===== config.mk =====
export PLATFORM = sky130hd
export DESIGN_NAME = mdu_issue_ctrl
export DESIGN_NICKNAME = d
export VERILOG_FILES = /design/src/rtl/mdu_issue_ctrl.sv
export SDC_FILE = /design/constraint.sdc
export NUM_CORES = 1
export LEC_CHECK = 0
export CAP_MARGIN = 20
export CELL_PAD_IN_SITES_DETAIL_PLACEMENT = 1
export CELL_PAD_IN_SITES_GLOBAL_PLACEMENT = 2
export CORE_MARGIN = 2
export CORE_UTILIZATION = 21
export CTS_CLUSTER_DIAMETER = 80
export DETAILED_ROUTE_END_ITERATION = 6
export MAX_ROUTING_LAYER = met4
export PLACE_DENSITY = 0.84
export REMOVE_ABC_BUFFERS = 1
export SLEW_MARGIN = 10
export SYNTH_ARGS = -nofsm -noshare
export SYNTH_HDL_FRONTEND = slang
export SYNTH_SLANG_ARGS = --single-unit

===== constraint.sdc =====
create_clock -name clk -period 2.8 [get_ports clk]
set_clock_uncertainty 0.1 [all_clocks]
set_input_delay 0.7 -clock clk [delete_from_list [all_inputs] [get_ports clk]]
set_output_delay 0.7 -clock clk [all_outputs]
set_load 0.005 [all_outputs]

===== src/rtl/mdu_issue_ctrl.sv =====
// mdu_issue_ctrl: execute-stage controller in front of the multi-cycle Booth
// multiplier. It accepts one decoded RV64M multiply at a time, issues it to the
// multiplier, collects the result and holds it for writeback. It also handles
// flush, including draining a multiply that is already running, and skips the
// multiplier entirely when either operand is zero.
//
// Ports:
//   clk, rst_n           clock, synchronous active-low reset
//   in_*                 op from ID/EX (valid/ready, funct3, word flag, rd, rs1/rs2)
//   flush                kill the current op (branch/trap)
//   out_*                result to writeback (valid/ready, data, rd)
//   busy                 high whenever an op is held (pipeline stall)
//   mult_valid/type/a/b  start request and operands to the multiplier
//   mult_result_ready    result consumed (mirrors mult_result_ok in WAIT/DRAIN)
//   mult_out/result_ok   multiplier result and its valid flag
module mdu_issue_ctrl #(
   parameter int unsigned XLEN = 64,
   parameter int unsigned RD_W = 5
) (
   input  logic            clk,
   input  logic            rst_n,
   input  logic            in_valid,
   output logic            in_ready,
   input  logic [2:0]      in_op,
   input  logic            in_word,
   input  logic [RD_W-1:0] in_rd,
   input  logic [XLEN-1:0] in_src1,
   input  logic [XLEN-1:0] in_src2,
   input  logic            flush,
   output logic            out_valid,
   input  logic            out_ready,
   output logic [XLEN-1:0] out_data,
   output logic [RD_W-1:0] out_rd,
   output logic            busy,
   output logic            mult_valid,
   output logic [4:0]      mult_type,
   output logic [XLEN-1:0] mult_a,
   output logic [XLEN-1:0] mult_b,
   output logic            mult_result_ready,
   input  logic [XLEN-1:0] mult_out,
   input  logic            mult_result_ok
);

   localparam int unsigned TYPE_W = 5;
   localparam int unsigned HALF_W = 32;

   localparam logic [TYPE_W-1:0] T_MUL    = TYPE_W'(5'b00001);
   localparam logic [TYPE_W-1:0] T_MULH   = TYPE_W'(5'b00010);
   localparam logic [TYPE_W-1:0] T_MULHSU = TYPE_W'(5'b00100);
   localparam logic [TYPE_W-1:0] T_MULHU  = TYPE_W'(5'b01000);
   localparam logic [TYPE_W-1:0] T_MULW   = TYPE_W'(5'b10000);

   typedef enum logic [2:0] {
      S_IDLE  = 3'd0,
      S_ISSUE = 3'd1,
      S_WAIT  = 3'd2,
      S_OUT   = 3'd3,
      S_DRAIN = 3'd4
   } state_e;

   state_e            state_q, state_d;
   logic [TYPE_W-1:0] type_q, type_d;
   logic [XLEN-1:0]   a_q, a_d;
   logic [XLEN-1:0]   b_q, b_d;
   logic [RD_W-1:0]   rd_q, rd_d;
   logic [XLEN-1:0]   data_q, data_d;

   logic              accept_c;
   logic              zero_op_c;

   // funct3 to one-hot multiplier type; bit 2 set is illegal upstream and falls back to MUL
   function automatic logic [TYPE_W-1:0] decode_type(input logic [2:0] op, input logic word);
      logic [TYPE_W-1:0] t;
      t = T_MUL;
      if (word) begin
         t = T_MULW;
      end else if (!op[2]) begin
         case (op[1:0])
            2'b01:   t = T_MULH;
            2'b10:   t = T_MULHSU;
            2'b11:   t = T_MULHU;
            default: t = T_MUL;
         endcase
      end
      return t;
   endfunction

   assign accept_c = in_valid & in_ready;

   // MULW only consumes the low word, so only the low word decides the bypass
   assign zero_op_c = in_word
                    ? ((in_src1[HALF_W-1:0] == '0) || (in_src2[HALF_W-1:0] == '0))
                    : ((in_src1 == '0) || (in_src2 == '0));

   // State register
   always_ff @(posedge clk) begin
      if (!rst_n) begin
         state_q <= S_IDLE;
      end else begin
         state_q <= state_d;
      end
   end

   // Latched op and result registers
   always_ff @(posedge clk) begin
      if (!rst_n) begin
         type_q <= '0;
         a_q    <= '0;
         b_q    <= '0;
         rd_q   <= '0;
         data_q <= '0;
      end else begin
         type_q <= type_d;
         a_q    <= a_d;
         b_q    <= b_d;
         rd_q   <= rd_d;
         data_q <= data_d;
      end
   end

   // Next-state and datapath update
   always_comb begin
      state_d = state_q;
      type_d  = type_q;
      a_d     = a_q;
      b_d     = b_q;
      rd_d    = rd_q;
      data_d  = data_q;
      case (state_q)
         S_IDLE: begin
            if (accept_c) begin
               type_d = decode_type(in_op, in_word);
               a_d    = in_src1;
               b_d    = in_src2;
               rd_d   = in_rd;
               if (zero_op_c) begin
                  data_d  = '0;
                  state_d = S_OUT;
               end else begin
                  state_d = S_ISSUE;
               end
            end
         end
         S_ISSUE: begin
            state_d = flush ? S_IDLE : S_WAIT;
         end
         S_WAIT: begin
            // a result arriving together with flush is consumed and dropped
            if (mult_result_ok) begin
               if (flush) begin
                  state_d = S_IDLE;
               end else begin
                  data_d  = mult_out;
                  state_d = S_OUT;
               end
            end else if (flush) begin
               state_d = S_DRAIN;
            end
         end
         S_OUT: begin
            if (flush || out_ready) begin
               state_d = S_IDLE;
            end
         end
         S_DRAIN: begin
            if (mult_result_ok) begin
               state_d = S_IDLE;
            end
         end
         default: begin
            state_d = S_IDLE;
         end
      endcase
   end

   // Handshake outputs decoded from the current state
   always_comb begin
      in_ready          = 1'b0;
      mult_valid        = 1'b0;
      mult_result_ready = 1'b0;
      out_valid         = 1'b0;
      busy              = (state_q != S_IDLE);
      case (state_q)
         S_IDLE:          in_ready          = rst_n & ~flush;
         S_ISSUE:         mult_valid        = ~flush;
         S_WAIT, S_DRAIN: mult_result_ready = mult_result_ok;
         S_OUT:           out_valid         = 1'b1;
         default:         ;
      endcase
   end

   assign mult_type = type_q;
   assign mult_a    = a_q;
   assign mult_b    = b_q;
   assign out_data  = data_q;
   assign out_rd    = rd_q;

endmodule


# == After elaboration in Yosys (flattened, before gate mapping) ==
# Cells that the tools add are included.
# classes
eq_ne,14
n_mux,22
bitwise_logic,3
n_reduce_logical,14
# ops
cell,count
2-to-1 mux 64 bit,4
logical NOT 64 bit,2
one-hot mux 64 bit (2 select lines),1
logical NOT 32 bit,2
2-to-1 mux 3 bit,5
one-hot mux 3 bit (5 select lines),1
inequality test 2 bit (second input constant),6
one-hot mux 4 bit (3 select lines),1
== test 3 x 2 -> 1 bit (second input constant),2
2-to-1 mux 2 bit,3
2-to-1 mux 1 bit,5
2-to-1 mux 5 bit,1
AND reduction 5 bit,1
== test 2 bit (second input constant),2
2-to-1 mux 4 bit,1
AND reduction 4 bit,1
== test 3 x 1 -> 1 bit (second input constant),1
== test 3 bit (second input constant),1
logical NOT 3 bit,1
logical OR 1 bit,3
inequality test 3 bit (second input constant),1
nonzero test 3 bit,1
bitwise AND 1 bit,2
== test 2 x 1 -> 1 bit (second input constant),1
4 further kinds,4
# word_totals
ff_bits,205
output_inout_bits,207

# == Depth between registers and ports, before layout ==
# Gate-level depths: netlist of the first run.
# depth
word_depth,6
mapped_depth,8

# == Worst setup path after synthesis of the first run ==
# No wires, ideal clock.
# synth_path
path_kind,input to output
startpoint,in rst_n
endpoint,out in_ready
arrival_ps,1644
slack_ps,356
path_stages,4
n_path_buf,3
cell_sequence,clkbuf_1 > clkbuf_1 > clkbuf_1 > and2_1
# synth_via
elab_chain_cells,2
# synth_rtl
element,line_no,source
from (decl),21,"input logic rst_n,"
bitwise AND 1 bit,184,S_IDLE: in_ready = rst_n & ~flush;
2-to-1 mux 1 bit,183,case (state_q)
to (decl),23,"output logic in_ready,"
# No other way between the ends.

# == Worst setup path in the final report of the first run ==
# layout_path
startpoint,in flush
endpoint,"reg data_q[9], in the netlist out_data[9]"
# layout_via
elab_chain_cells,6
elab_cells_between_ends,7
cone_classes,2 x eq/ne; 1 x mux; 3 x bitwise; 1 x reduce/logical
# layout_rtl
element,line_no,source
from (decl),29,"input logic flush,"
NOT 1 bit,184,
bitwise AND 1 bit,184,
2-to-1 mux 1 bit,183,
bitwise AND 1 bit,88,assign accept_c = in_valid & in_ready;
inequality test 2 bit (no line),--,
AND reduction 5 bit (no line) *,--,
to (signal assigned),117,data_q <= data_d;
to (decl),66,"logic [XLEN-1:0] data_q, data_d;"
# Mark *: on every way between the ends. The rest lies on a longest branch, timed or not.
# A chain may end at the register's enable or synchronous reset.

==> results.cfg, run 1 <==
[status]
status = completed

[cts]
numClockSinks = 205
holdBufCountCts = 0
cts-buffers-inserted = 26
cts_root_buf = clkbuf_16
path_clk_slew_ns = 0.06
cts_tree = built
h-tree-depth = 1
clock_latency_ns = 0.51
clk_path_buf_depth = 3

[cells_and_area]
final_common_cell = clkdlybuf4s50_1
nets = 1544
n_antenna_cell = 0
final_cell_mix = 408 x clkdlybuf4s50_1, 273 x nand2_1, 202 x dfxtp_1
drive_gt1_share_pct = 9.446
finalNonFillerCells = 1823
area_growth_pct = 77.81

[detailed_routing]
postRouteAntennaNets = 0
num_vias = 7946
wl_per_cell_um = 17.60
dr.pass1.iters = 4
via_per_inst = 4.359
drt_iter0_drc = 184
wl_um = 32080
drc = 0

[power_and_ir_drop]
powerDensity_nw_per_um2 = 529.7
leakage_nw = 4.781
power_mw = 7.359
irDropWorstVdd_mv = 0.3803

[timing]
worst_slew_pin_slew_ns = 0.7359
fmax_ghz = 0.3754
maxSlewViolCount = 0
hold_viol_final = 0
fin_crit_sh_pct = 95.15
fin_tns_setup_ns = 0
max_slew_margin_pct = 50.94
whs_ns = 0.3638
finalSetupViolCount = 0
fin_crit_ns = 2.664

[critical_path]
cp_data_required_time_ns = 3.11
worstSetupPathType = in2reg
crit_start = flush
r2r_setup_slack_ns = 0.17
r2r_cells = 14
critPathCaptureType = register
cp_common_cell = buf_4
critPathMaxStageDelay_ns = 0.29
timing.rr.start = state_q[2]
endpoint = out_data[9]
crit_chain = dlygate4sd2_1 -> nor4_4 -> buf_4 -> buf_4 -> buf_4 -> buf_4 -> buf_4 -> buf_4 -> buf_4 -> buf_4 -> and3_4 -> nand2_2 -> o221ai_4 -> clkbuf_16 -> nor2_1
cp.buffers_inverters = 10
path_delay_family = buffers and inverters
slowest_stage = dlygate4sd2_1
reg2reg_to = out_data[9]
critical_path_depth = 15
cp.arrival_ns = 2.97
crit_fanout = 32
crit_path_start_kind = primary input

[logic_synthesis]
yosysUniqueCellTypes = 28
synth_area_um2 = 7814
yosysWarningCount = 0
synthArstFlopShare_pct = 0
yosysTopAreaCellShare_pct = 52.52
synth_edf_count = 0
synth_sequential_area_ratio_pct = 52.52
synthFlopType = dfxtp_1
synth_seq_cells = 205
synth_top_area_cell = dfxtp_1
yosys-top-cells-area = dfxtp_1 53%, nand2_1 13%, a21boi_0 13%
syn_area_per_cell_um2 = 8.809
syn_inst = 887

[global_routing]
grt_pass1_vias = 8314
grt_max_degree = 111
grt-ovfl-total = 0
antenna_found_initial = 0
track_usage_pct = 15.91
grt_first_pass_wirelength_um = 46850

[placed_design]
placed_cells_incl_taps = 1768
hpwl_um = 22790
finalWeightedCongestion = 0.7793
numPortBuffers = 413

[die]
die_h_um = 196.9
rows = 70
io_pins = 414
start_util_pct = 21.34
die_area_um2 = 38770
core_area_um2 = 36610
die_x_um = 196.9

[min_path]
min_path_type = reg2reg
hold_depth = 2

[job]
cap_violations = 0
-- what timing repair did --
item,in CTS,in global routing
resized for setup,8,8
endpoints found under the setup margin,11,172
pin swaps,2,1
cloned,0,2
buffers inserted,7,0
-- layout make-up --
cell class	instances	area [um2]
Timing Repair Buffer	484	4776
Inverter	1	3.754
Tap cell	468	585.6
Fill cell	4223	22720
Clock buffer	35	735.7
Sequential cell	205	4108
Multi-Input combinational cell	619	3517
Clock inverter	11	167.7
-- synth_stat cells, drive strengths merged (2+ instances only) --
cell    number
nor4        35
o21ai        2
a21oi        5
and3         2
dfxtp      205
buf         25
nor2        74
clkbuf      37
mux2i       65
nor2b        2
nand4        9
nor3         2
a21boi     136
nand2      274
nand3        2
-- registers in the layout, summed over array words and instances (netlist names) --
| signal | count |
|---|---|
| mult_a | 64 |
| state_q | 3 |
| out_data | 64 |
| mult_b | 64 |
| mult_type | 5 |
| out_rd | 5 |
-- tightest hold or removal path: stages, from the launching register on --
cell      delay (ns)
dfxtp_1         0.31
nand2_1         0.05
a21boi_0        0.06
-- per-layer routing --
metal | track usage [%] | share of wire (%) | wire length (um)
met1 | 17.32 | 40 | 12670
met2 | 26.91 | 48 | 15370
met3 | 6.263 | 9.8 | 3137
met4 | 4.539 | 2.8 | 892
met5 | - | 0 | 0
-- worst min-delay path by stage --
stage                       startpoint            to  slack, ns
after global routing        mult_b[28]    mult_b[28]       0.39
after floorplan           mult_type[2]  mult_type[2]       0.36
final                        mult_b[1]     mult_b[1]       0.36
after CTS                    mult_b[1]     mult_b[1]       0.37
after global placement      mult_a[13]    mult_a[13]       0.35
after detailed placement     mult_b[1]     mult_b[1]       0.36
-- logic make-up (layout without fill, tap and decap cells) --
family | count (synthesis) | after routing | share of synthesized area, %
and+or+nand+nor | 407 | 407 | 21.59
DFF | 205 | 205 | 52.52
buffers and inverters | 63 | 531 | 3.427
xor gates and xnor gates | 1 | 1 | 0.1121
muxes | 65 | 65 | 8.327
AOI/OAI and AO/OA | 146 | 146 | 14.03
-- metrics by stage --
| stage | cell area (um2) | utilization (%) | setup slack [ns] |
|---|---|---|---|
| 5_1_grt | 13890 | 37.95 | -0.05328 |
| 2_1_floorplan | 7550 | - | -7.511 |
| 3_5_place_dp | 12830 | 35.05 | -0.5726 |
| 6_report | 13890 | 37.95 | 0.1359 |
| 3_3_place_gp | 12830 | 35.05 | -0.5180 |
| 4_1_cts | 13790 | 37.67 | 0.07469 |
-- power by group --
group | internal, mW | total, mW | leakage, nW | switching [mW]
Clock | 2.21 | 3.53 | 0.443 | 1.32
Sequential | 2.99 | 3.02 | 1.66 | 0.0354
Combinational | 0.501 | 0.807 | 2.68 | 0.306
Total | 5.69 | 7.36 | 4.78 | 1.67
Power figures use the tool's default switching activity.
==> run 2: changes to the inputs <==
--- a/config.mk
+++ b/config.mk
@@ -8,6 +8,7 @@
 export CAP_MARGIN = 20
 export CELL_PAD_IN_SITES_DETAIL_PLACEMENT = 1
 export CELL_PAD_IN_SITES_GLOBAL_PLACEMENT = 2
+export CORE_ASPECT_RATIO = 2
 export CORE_MARGIN = 2
 export CORE_UTILIZATION = 21
 export CTS_CLUSTER_DIAMETER = 80
==> results.cfg, run 2 (synthesis gave the netlist of run 1 again) <==
[job]
cap_violations = 0

[die]
rows = 100
core_area_um2 = 36910
start_util_pct = 21.17
die_area_um2 = 38860
die_h_um = 276.8
io_pins = 414
die_x_um = 140.4

[power_and_ir_drop]
leakage_nw = 4.772
powerDensity_nw_per_um2 = 484.2
irDropWorstVdd_mv = 0.3532

[detailed_routing]
num_vias = 8109
drc = 0
postRouteAntennaNets = 0
wl_um = 33150
dr.pass1.iters = 4
via_per_inst = 4.446
drt_iter0_drc = 210
wl_per_cell_um = 18.18

[critical_path]
critPathCaptureType = register
cp.arrival_ns = 2.98
slowest_stage = clkdlybuf4s50_1
path_delay_family = buffers and inverters
cp.buffers_inverters = 3
r2r_cells = 9
worstSetupPathType = in2reg
r2r_setup_slack_ns = 0.57
crit_fanout = 32
timing.rr.start = state_q[1]
critPathMaxStageDelay_ns = 0.51
crit_chain = clkdlybuf4s50_1 -> nor4_2 -> buf_4 -> nand4_1 -> nor4_2 -> a21oi_1 -> o221ai_4 -> clkbuf_16 -> nor2_1
crit_path_start_kind = primary input
cp_data_required_time_ns = 3.09
reg2reg_to = out_data[24]
cp_common_cell = nor4_2

[timing]
max_slew_margin_pct = 64.81
maxSlewViolCount = 0
fin_crit_sh_pct = 96.09
hold_viol_final = 0
fin_ws_ns = 0.1093
fmax_ghz = 0.3717
finalSetupViolCount = 0
fin_crit_ns = 2.691
fin_tns_setup_ns = 0
worst_slew_pin_slew_ns = 0.5279

[cts]
clk_path_buf_depth = 3
path_clk_slew_ns = 0.06
numClockSinks = 205
cts-buffers-inserted = 22
clock_latency_ns = 0.50
holdBufCountCts = 0
cts_tree = built
cts_root_buf = clkbuf_16
h-tree-depth = 1

[cells_and_area]
n_fill_cell = 4237
final_cell_mix = 409 x clkdlybuf4s50_1, 274 x nand2_1, 202 x dfxtp_1
final_area_um2 = 13810
final_common_cell = clkdlybuf4s50_1
regArea_um2 = 4108
nets = 1555
multiInputGateArea_um2 = 3506
finalNonFillerCells = 1824
area_growth_pct = 76.73
drive_gt1_share_pct = 10.05

[status]
status = completed

[placed_design]
dp_slack_ns = -0.5106
hpwl_um = 25020
numPortBuffers = 413
dpl_cell_area_um2 = 13020
placed_cells_incl_taps = 1780
finalWeightedCongestion = 0.9162

[min_path]
worstHoldStart = out_rd[3]
min_path_type = reg2reg
hold_depth = 2
min_to = out_rd[3]

[global_routing]
grt_first_pass_wirelength_um = 49180
grt-ovfl-total = 0
grt_pass1_vias = 8624
track_usage_pct = 16.49
grt_max_degree = 139
antenna_found_initial = 3
## run 2: cell types whose count changed in the layout (fill, tap and decap cells not counted), moves of 3 or more
cell	before	now
bufinv_16	4	0
clkbuf_1	5	2
buf_4	65	77
clkbuf_16	29	24
clkinvlp_4	1	4
buf_12	5	9
## run 2: metal layers
metal	routed length (um)	GRT usage [%]	part of all wire (%)	vias to the layer above
met5	0	-	0	-
met4	1073	5.569	3.2	0
met3	4063	6.848	12	50
met2	15210	27.21	46	406
met1	12810	17.85	39	3765
li1	-	-	-	3888
## run 2: worst reg2reg max path, stage by stage, from the launching register on
cell and delay (ns):
dfxtp_2 0.39, nor4_2 0.29, buf_4 0.15, buf_4 0.09, buf_4 0.12, and3_4 0.23
nand2_1 0.12, o221ai_4 0.29, clkbuf_16 0.29, nor2_1 0.07
## run 2: area by class of cell
cell class | count | share of cell area, %
Clock inverter | 10 | 0.4621
Inverter | 1 | 0.02718
Tap cell | 459 | 4.159
Clock buffer | 29 | 4.621
Multi-Input combinational cell | 619 | 25.39
Timing Repair Buffer | 499 | 35.56
Antenna cell | 2 | 0.03624
Sequential cell | 205 | 29.75
## run 2: worst max path at each step
stage / start / to / cells past startpoint
CTS: in_src2[17] / out_data[29] / 9
global route: in_src2[2] / out_data[29] / 9
floorplan: mult_result_ok / out_data[62] / 4
global placement: in_src2[4] / out_data[12] / 9
detailed placement: in_src2[17] / out_data[4] / 9
finish: in_src2[9] / out_data[24] / 9
## run 2: power by group
| group | total (mW) | leakage [nW] | internal (mW) | switching, mW |
|---|---|---|---|---|
| combinational | 0.835 | 2.77 | 0.514 | 0.321 |
| sequential | 3.02 | 1.66 | 2.98 | 0.0379 |
| clock | 2.83 | 0.339 | 1.61 | 1.22 |
| total | 6.69 | 4.77 | 5.11 | 1.58 |
## run 2: what timing repair did
| action | 4_1_cts | 5_1_grt |
|---|---|---|
| resized for setup | 3 | 9 |
| setup endpoints to repair | 3 | 67 |
| cloned | 0 | 1 |
| buffers inserted | 1 | 1 |
| pin swaps | 1 | 2 |
## run 2: per-stage QoR
stage,hold slack [ns],total power [mW],util (%)
after floorplan,0.3574,3.249,-
after global placement,0.3497,3.896,35.26
after detailed placement,0.3598,3.913,35.26
after CTS,0.3662,6.825,37.20
after global routing,0.3892,6.998,37.41
final,0.3618,6.686,37.41
